### config.mk
export PLATFORM = sky130hd
export DESIGN_NAME = counter_timer_ctrl
export DESIGN_NICKNAME = d
export VERILOG_FILES = /design/src/rtl/counter_timer_ctrl.sv
export SDC_FILE = /design/constraint.sdc
export NUM_CORES = 1
export LEC_CHECK = 0
export CORE_ASPECT_RATIO = 1.4
export CORE_MARGIN = 2
export CORE_UTILIZATION = 51
export DETAILED_ROUTE_END_ITERATION = 10
export GPL_TIMING_DRIVEN = 0
export PLACE_DENSITY = 0.75
export REMOVE_ABC_BUFFERS = 1
export SLEW_MARGIN = 0
export SYNTH_ARGS = -nofsm -noshare
export SYNTH_HDL_FRONTEND = slang
export SYNTH_SLANG_ARGS = --single-unit
### constraint.sdc
create_clock -name CLK -period 2.8 [get_ports CLK]
set_input_delay 0.84 -clock CLK [delete_from_list [all_inputs] [get_ports CLK]]
set_output_delay 0.84 -clock CLK [all_outputs]
set_load 0.1 [all_outputs]
### src/rtl/counter_timer_ctrl.sv
// Programmable interval timer: command port, clock prescaler, terminal-count detection,
// one-shot or auto-reload operation, and sticky done/overrun status.
module counter_timer_ctrl #(
   parameter int unsigned WIDTH      = 8,
   parameter int unsigned PRESCALE_W = 4
) (
   input  logic                  CLK,
   input  logic                  RST,
   input  logic                  cmd_valid,
   output logic                  cmd_ready,
   input  logic [2:0]            cmd_op,
   input  logic [WIDTH-1:0]      cfg_period,
   input  logic [PRESCALE_W-1:0] cfg_div,
   input  logic                  cfg_reload,
   output logic [WIDTH-1:0]      count,
   output logic                  busy,
   output logic                  paused,
   output logic                  tc_pulse,
   output logic                  done,
   output logic                  overrun
);

   typedef enum logic [1:0] {StIdle, StRun, StPause, StHold} state_e;

   localparam logic [2:0] OpStart  = 3'd0;
   localparam logic [2:0] OpStop   = 3'd1;
   localparam logic [2:0] OpPause  = 3'd2;
   localparam logic [2:0] OpResume = 3'd3;
   localparam logic [2:0] OpClear  = 3'd4;
   localparam logic [2:0] OpAck    = 3'd5;

   localparam logic [WIDTH-1:0]      CountOne = WIDTH'(1);
   localparam logic [PRESCALE_W-1:0] PrescOne = PRESCALE_W'(1);

   state_e                state_q, state_d;
   logic [WIDTH-1:0]      count_q, count_d;
   logic [PRESCALE_W-1:0] presc_q, presc_d;
   logic [WIDTH-1:0]      period_q, period_d;
   logic [PRESCALE_W-1:0] div_q, div_d;
   logic                  reload_q, reload_d;
   logic                  done_q, done_d;
   logic                  overrun_q, overrun_d;
   logic                  tc_pulse_q, tc_pulse_d;
   logic                  cmd_ready_q, cmd_ready_d;

   logic accept;
   logic is_ack;
   logic run_en;
   logic tick;
   logic tc;

   always_comb begin
      state_d     = state_q;
      count_d     = count_q;
      presc_d     = presc_q;
      period_d    = period_q;
      div_d       = div_q;
      reload_d    = reload_q;
      done_d      = done_q;
      overrun_d   = overrun_q;
      tc_pulse_d  = 1'b0;

      accept      = cmd_valid && cmd_ready_q;
      cmd_ready_d = !accept;
      is_ack      = accept && (cmd_op == OpAck);
      // Any accepted command other than ACK suspends counting on its edge, discarding a tick.
      run_en      = (state_q == StRun) && (!accept || is_ack);
      tick        = run_en && (presc_q == div_q);
      tc          = tick && (count_q == period_q);

      if (run_en) begin
         if (tick) begin
            presc_d = '0;
         end else begin
            presc_d = presc_q + PrescOne;
         end
         if (tick && !tc) begin
            count_d = count_q + CountOne;
         end
      end

      if (accept) begin
         case (cmd_op)
            OpStart: begin
               period_d  = cfg_period;
               div_d     = cfg_div;
               reload_d  = cfg_reload;
               count_d   = '0;
               presc_d   = '0;
               done_d    = 1'b0;
               overrun_d = 1'b0;
               state_d   = StRun;
            end
            OpStop: begin
               state_d = StIdle;
            end
            OpPause: begin
               if (state_q == StRun) begin
                  state_d = StPause;
               end
            end
            OpResume: begin
               if (state_q == StPause) begin
                  state_d = StRun;
               end
            end
            OpClear: begin
               state_d   = StIdle;
               count_d   = '0;
               presc_d   = '0;
               done_d    = 1'b0;
               overrun_d = 1'b0;
            end
            OpAck: begin
               done_d    = 1'b0;
               overrun_d = 1'b0;
            end
            default: begin
            end
         endcase
      end

      // Evaluated after ACK so an ACK on the TC edge leaves done set but overrun clear.
      if (tc) begin
         overrun_d  = overrun_d | done_d;
         done_d     = 1'b1;
         tc_pulse_d = 1'b1;
         if (reload_q) begin
            count_d = '0;
         end else begin
            count_d = period_q;
            state_d = StHold;
         end
      end
   end

   always_ff @(posedge CLK or posedge RST) begin
      if (RST) begin
         state_q     <= StIdle;
         count_q     <= '0;
         presc_q     <= '0;
         period_q    <= '0;
         div_q       <= '0;
         reload_q    <= 1'b0;
         done_q      <= 1'b0;
         overrun_q   <= 1'b0;
         tc_pulse_q  <= 1'b0;
         cmd_ready_q <= 1'b1;
      end else begin
         state_q     <= state_d;
         count_q     <= count_d;
         presc_q     <= presc_d;
         period_q    <= period_d;
         div_q       <= div_d;
         reload_q    <= reload_d;
         done_q      <= done_d;
         overrun_q   <= overrun_d;
         tc_pulse_q  <= tc_pulse_d;
         cmd_ready_q <= cmd_ready_d;
      end
   end

   assign cmd_ready = cmd_ready_q;
   assign count     = count_q;
   assign busy      = (state_q == StRun) || (state_q == StPause);
   assign paused    = (state_q == StPause);
   assign tc_pulse  = tc_pulse_q;
   assign done      = done_q;
   assign overrun   = overrun_q;

endmodule
* After elaboration in Yosys (flattened, before gate mapping)
Index checks and enable logic that the tools add are counted.
** Cells by class
- $add $sub $neg :: 2
- Equal/unequal tests :: 9
- Muxes and demuxes :: 23
- Bitwise operators :: 1
- Reduce and logical (&&, ||, !) cells :: 15
** Operators by type and width (count)
- $mux W8 :: 6
- $mux W4 :: 4
- $mux W2 :: 5
- $add A8 B1 Y8 const B :: 1
- $eq A8 B8 Y1 :: 1
- $pmux W2 S4 :: 1
- $mux W1 :: 7
- $eq A3 B2 Y1 const B :: 2
- $eq A3 B3 Y1 const B :: 2
- $logic_and A1 B1 Y1 :: 6
- $add A4 B1 Y4 const B :: 1
- $eq A4 B4 Y1 :: 1
- $reduce_or A2 Y1 :: 2
- $eq A3 B1 Y1 const B :: 1
- $logic_not A3 Y1 :: 1
- $reduce_or A3 Y1 :: 1
- $eq A2 B1 Y1 const B :: 1
- $eq A2 B2 Y1 const B :: 1
- $logic_not A1 Y1 :: 2
- $logic_or A1 B1 Y1 :: 2
- $reduce_and A2 Y1 :: 1
- $or A1 B1 Y1 :: 1
** Storage, ports and cells
- Register bits :: 31
- Output and inout bits :: 14

* Depth between registers and ports, before layout
- Depth after elaboration :: 13
- Mapped depth :: 7
- Gate-level depth less buffers :: 7

* Least setup slack after synthesis
OpenSTA, ideal clock, no wires.
- Path type :: register -> register
- Start :: register cmd_ready_q, in the netlist cmd_ready
- End :: register div_q[0]
- Setup time :: 125 ps
- Arrival time :: 2299 ps
- Path slack :: 376 ps
- Cell stages (with the launch flop) :: 6
- Cells stage by stage :: dfstp_2 -> nand2_2 -> or3_2 -> nor2_1 -> buf_4 -> mux2_2
** Between the ends
- Word-level cells in the longest chain between the ends :: 2
** RTL lines
- start, declared :: RTL line 44 : logic cmd_ready_q, cmd_ready_d;
- start signal, assigned :: RTL line 159 : cmd_ready_q <= cmd_ready_d;
- $logic_and A1 B1 Y1 :: RTL line 63 : accept = cmd_valid && cmd_ready_q;
- $reduce_and A2 Y1 (no source line)
- end signal, assigned :: RTL line 154 : div_q <= div_d;
- end, declared :: RTL line 39 : logic [PRESCALE_W-1:0] div_q, div_d;
Every way passes these cells.
A chain may end at the register's enable or synchronous reset.

* Worst setup path in the final report
- Start :: register count_q[4], in the netlist count[4]
- End :: output count[4]
** RTL lines
- start, declared :: RTL line 36 : logic [WIDTH-1:0] count_q, count_d;
- start signal, assigned :: RTL line 151 : count_q <= count_d;
- end, declared :: RTL line 15 : output logic [WIDTH-1:0] count,
No word-level cell between the ends.

==> metrics.txt <==
status completed; # DRC 0; CP Class flop to output pin; port bufs 32; # setup viols final 0; fin crit share a little over nine tenths; number of distinct library cells after synthesis 38; fmax 363.6 MHz; Post-DP HPWL around 2500 um; leakage power between 0.9 and 1 nW; Post-Synthesis Cell Area approximately 0.0017 mm^2; Initial Utilization approximately 53%; Clock Tree Root clkbuf_8; HP Start overrun; Peak VDD IR between 500 and 600 uV; Synth Area in Compound Gates between 10% and 20%; core area approximately 0.0031 mm^2; CP Buf/Inv Count 1; chip width 52.28 um; hold path cells 2; vias in the first global route approximately 1300; simple-gate share of the synthesized area between 10% and 20%; Area after DPL 0.002026 mm^2; crit path launch type flop; # IOs 33; Synth Instances approximately 150; maxcap violations 0; die area between 0.003 and 0.004 mm^2; Arr. time, crit path roughly 1.9 ns; slowest cell delay on critical path 1.17 ns; Slew Limit Fails 0; Slowest-stage cell, CP clkdlybuf4s50_1; Hold EP overrun; Slew @ Worst Pin about 1.1 ns; min Tclk post-route roughly 2.7 ns; worst r2r src cmd_ready; fin area 0.002125 mm^2; TritonCTS Sinks 31; postcts setup bufs 0; CTS Buf Count 5; Hold WC Path Type flop to flop; GRT Util Overall between 20 and 25%; # diodes 0; initial DRC count 28; commonest non-fill, non-tap cells in the layout dfrtp_1, clkdlybuf4s50_1, xnor2_1; grt total ovfl 0; #FFs+latches synth 31; mux contribution to synthesized area 9.398%; crit-path leading delay family buffers and inverters; CTS H-tree lvls 2; WL/cell approximately 14 um; Clock Skew approximately 0.0043 ns; layout cells sized above 1 ~18%; first-pass GRT wire length roughly 5400 um; post-route ant nets 0; final hold vios 0; 1st-pass router iterations 4; Worst-Skew Late Latency 0.28 ns; RSZ-0062 raised after global routing false; Hold Worst Slack approximately 0.50 ns; Worst EP required approximately 2.0 ns; CTS tree built; Inst Count DP 217; initial antenna violation count 0; CP Max Fanout 5; area share of fa/ha/maj cells after synthesis under 10%; worst-path cell chain clkdlybuf4s50_1; yosys warns 0; Synth Area in XOR/XNOR 10.53%; RePlAce Congestion between 0.9 and 1; largest net degree at the start of global routing 32; syn avg cell area between 10 and 15 um^2; register area share after synthesis between 40% and 50%; pwr/cell area between 700 and 800 mW/mm^2; via count approximately 1200; Row Count 24; final std cells w/o fill around 220; largest family of logic cells by synthesized area simple AND/OR/NAND/NOR gates; Worst Reg-to-Reg Cells 4; nets between 200 and 250; Synth-to-Final Area Change 27.67%; clock edge transition at the registers on the reported setup and hold paths around 0.060 ns; Sum Neg Setup Slack 0 ns; Worst R2R End period_q[1]; reg2reg setup slack 0.76 ns; Slew Limit Headroom 23.49%; Via density ~5.5; Crit. End Element output pin; final wirelength around 3200 um; CTS Buffer Depth 2; most common cell after layout, fill and taps aside dfrtp_1; die height between 70 and 80 um
area by class of cell:
type | instances | area, um^2
Clock buffer | 6 | 82.58
Clock inverter | 1 | 5.005
Fill cell | 259 | 998.5
Inverter | 9 | 33.78
Multi-Input combinational cell | 106 | 853.3
Sequential cell | 31 | 777.0
Tap cell | 39 | 48.80
Timing Repair Buffer | 32 | 324.1
Yosys cell counts (all sizes together):
library cell,instances,area [um^2]
a211o,2,17.52
and2b,1,8.760
nor4,5,46.29
nand3,2,10.01
dfrtp,30,750.7
o21ai,7,35.03
mux2,13,146.4
inv,9,33.78
dfstp,1,26.28
o311ai,1,8.760
nand3b,1,7.510
xnor2,18,157.7
a21oi,3,15.01
or4,1,11.26
and3b,1,12.51
a211oi,1,7.510
mux2i,1,10.01
buf,1,7.510
nor2,11,48.80
o21a,2,15.01
or3,1,7.510
nor3,2,10.01
a32oi,1,8.760
o21bai,1,7.510
nand4,5,31.28
nor4b,1,8.760
and4,2,17.52
o2111ai,1,26.28
xor2,2,17.52
a221o,2,20.02
nand2,11,46.29
o311a,1,11.26
ha,6,75.07
flip-flops by register name, summed over array words and instances, names as in the netlist:
register,flops
tc_pulse,1
cmd_ready,1
state_q,2
presc_q,4
overrun,1
count,8
div_q,4
done,1
period_q,8
reload_q,1
metal layers:
layer / GRT usage (%) / routed length (um)
met5: 0 / 0
met4: 8.547 / 63
met3: 6.458 / 149
met2: 36.15 / 1795
met1: 20.86 / 1228
worst register-to-register path: cells and delay by family, from the launching register on:
kind | cells | cell delay (ns)
muxes | 1 | 0.40
DFF | 1 | 0.54
and+or+nand+nor | 3 | 0.97
metrics by stage:
stage / power (mW) / worst slack [ns] / util (%)
after floorplan: 1.160 / 0.1448 / -
after global placement: 1.303 / -0.5219 / 64.86
after detailed placement: 1.332 / -0.6243 / 64.86
after CTS: 1.679 / 0.01363 / 67.63
after global routing: 1.753 / 0.005496 / 68.03
final: 1.657 / 0.05008 / 68.03
where the power goes:
part	switching, mW	total, mW	internal [mW]
clock	0.153	0.345	0.192
combinational	0.423	0.659	0.236
sequential	0.111	0.654	0.543
how the worst max path moves through the flow:
| stage | from | to | slack [ns] | cells past startpoint |
|---|---|---|---|---|
| 2_1_floorplan | cmd_ready | div_q[0] | 0.14 | 4 |
| 3_3_place_gp | cmd_valid | period_q[7] | -0.52 | 5 |
| 3_5_place_dp | cmd_valid | period_q[1] | -0.62 | 5 |
| 4_1_cts | cmd_valid | period_q[1] | 0.01 | 5 |
| 5_1_grt | count[2] | count[2] | 0.005 | 1 |
| 6_report | count[4] | count[4] | 0.05 | 1 |
logic make-up (layout without fill, tap and decap cells):
kind of cell	count (synthesis)	count (layout)
and+or+nand+nor	44	44
DFF	31	31
AOI/OAI and AO/OA	22	22
xor gates and xnor gates	20	20
muxes	14	14
buffers and inverters	10	48
adders and majority gates	6	6
what timing repair did:
item | CTS | global route
resized for setup | 4 | 4
cloned | 0 | 0
hold buffers | 0 | 0
endpoints found under the setup margin | 16 | 16
Power figures use the tool's default switching activity.
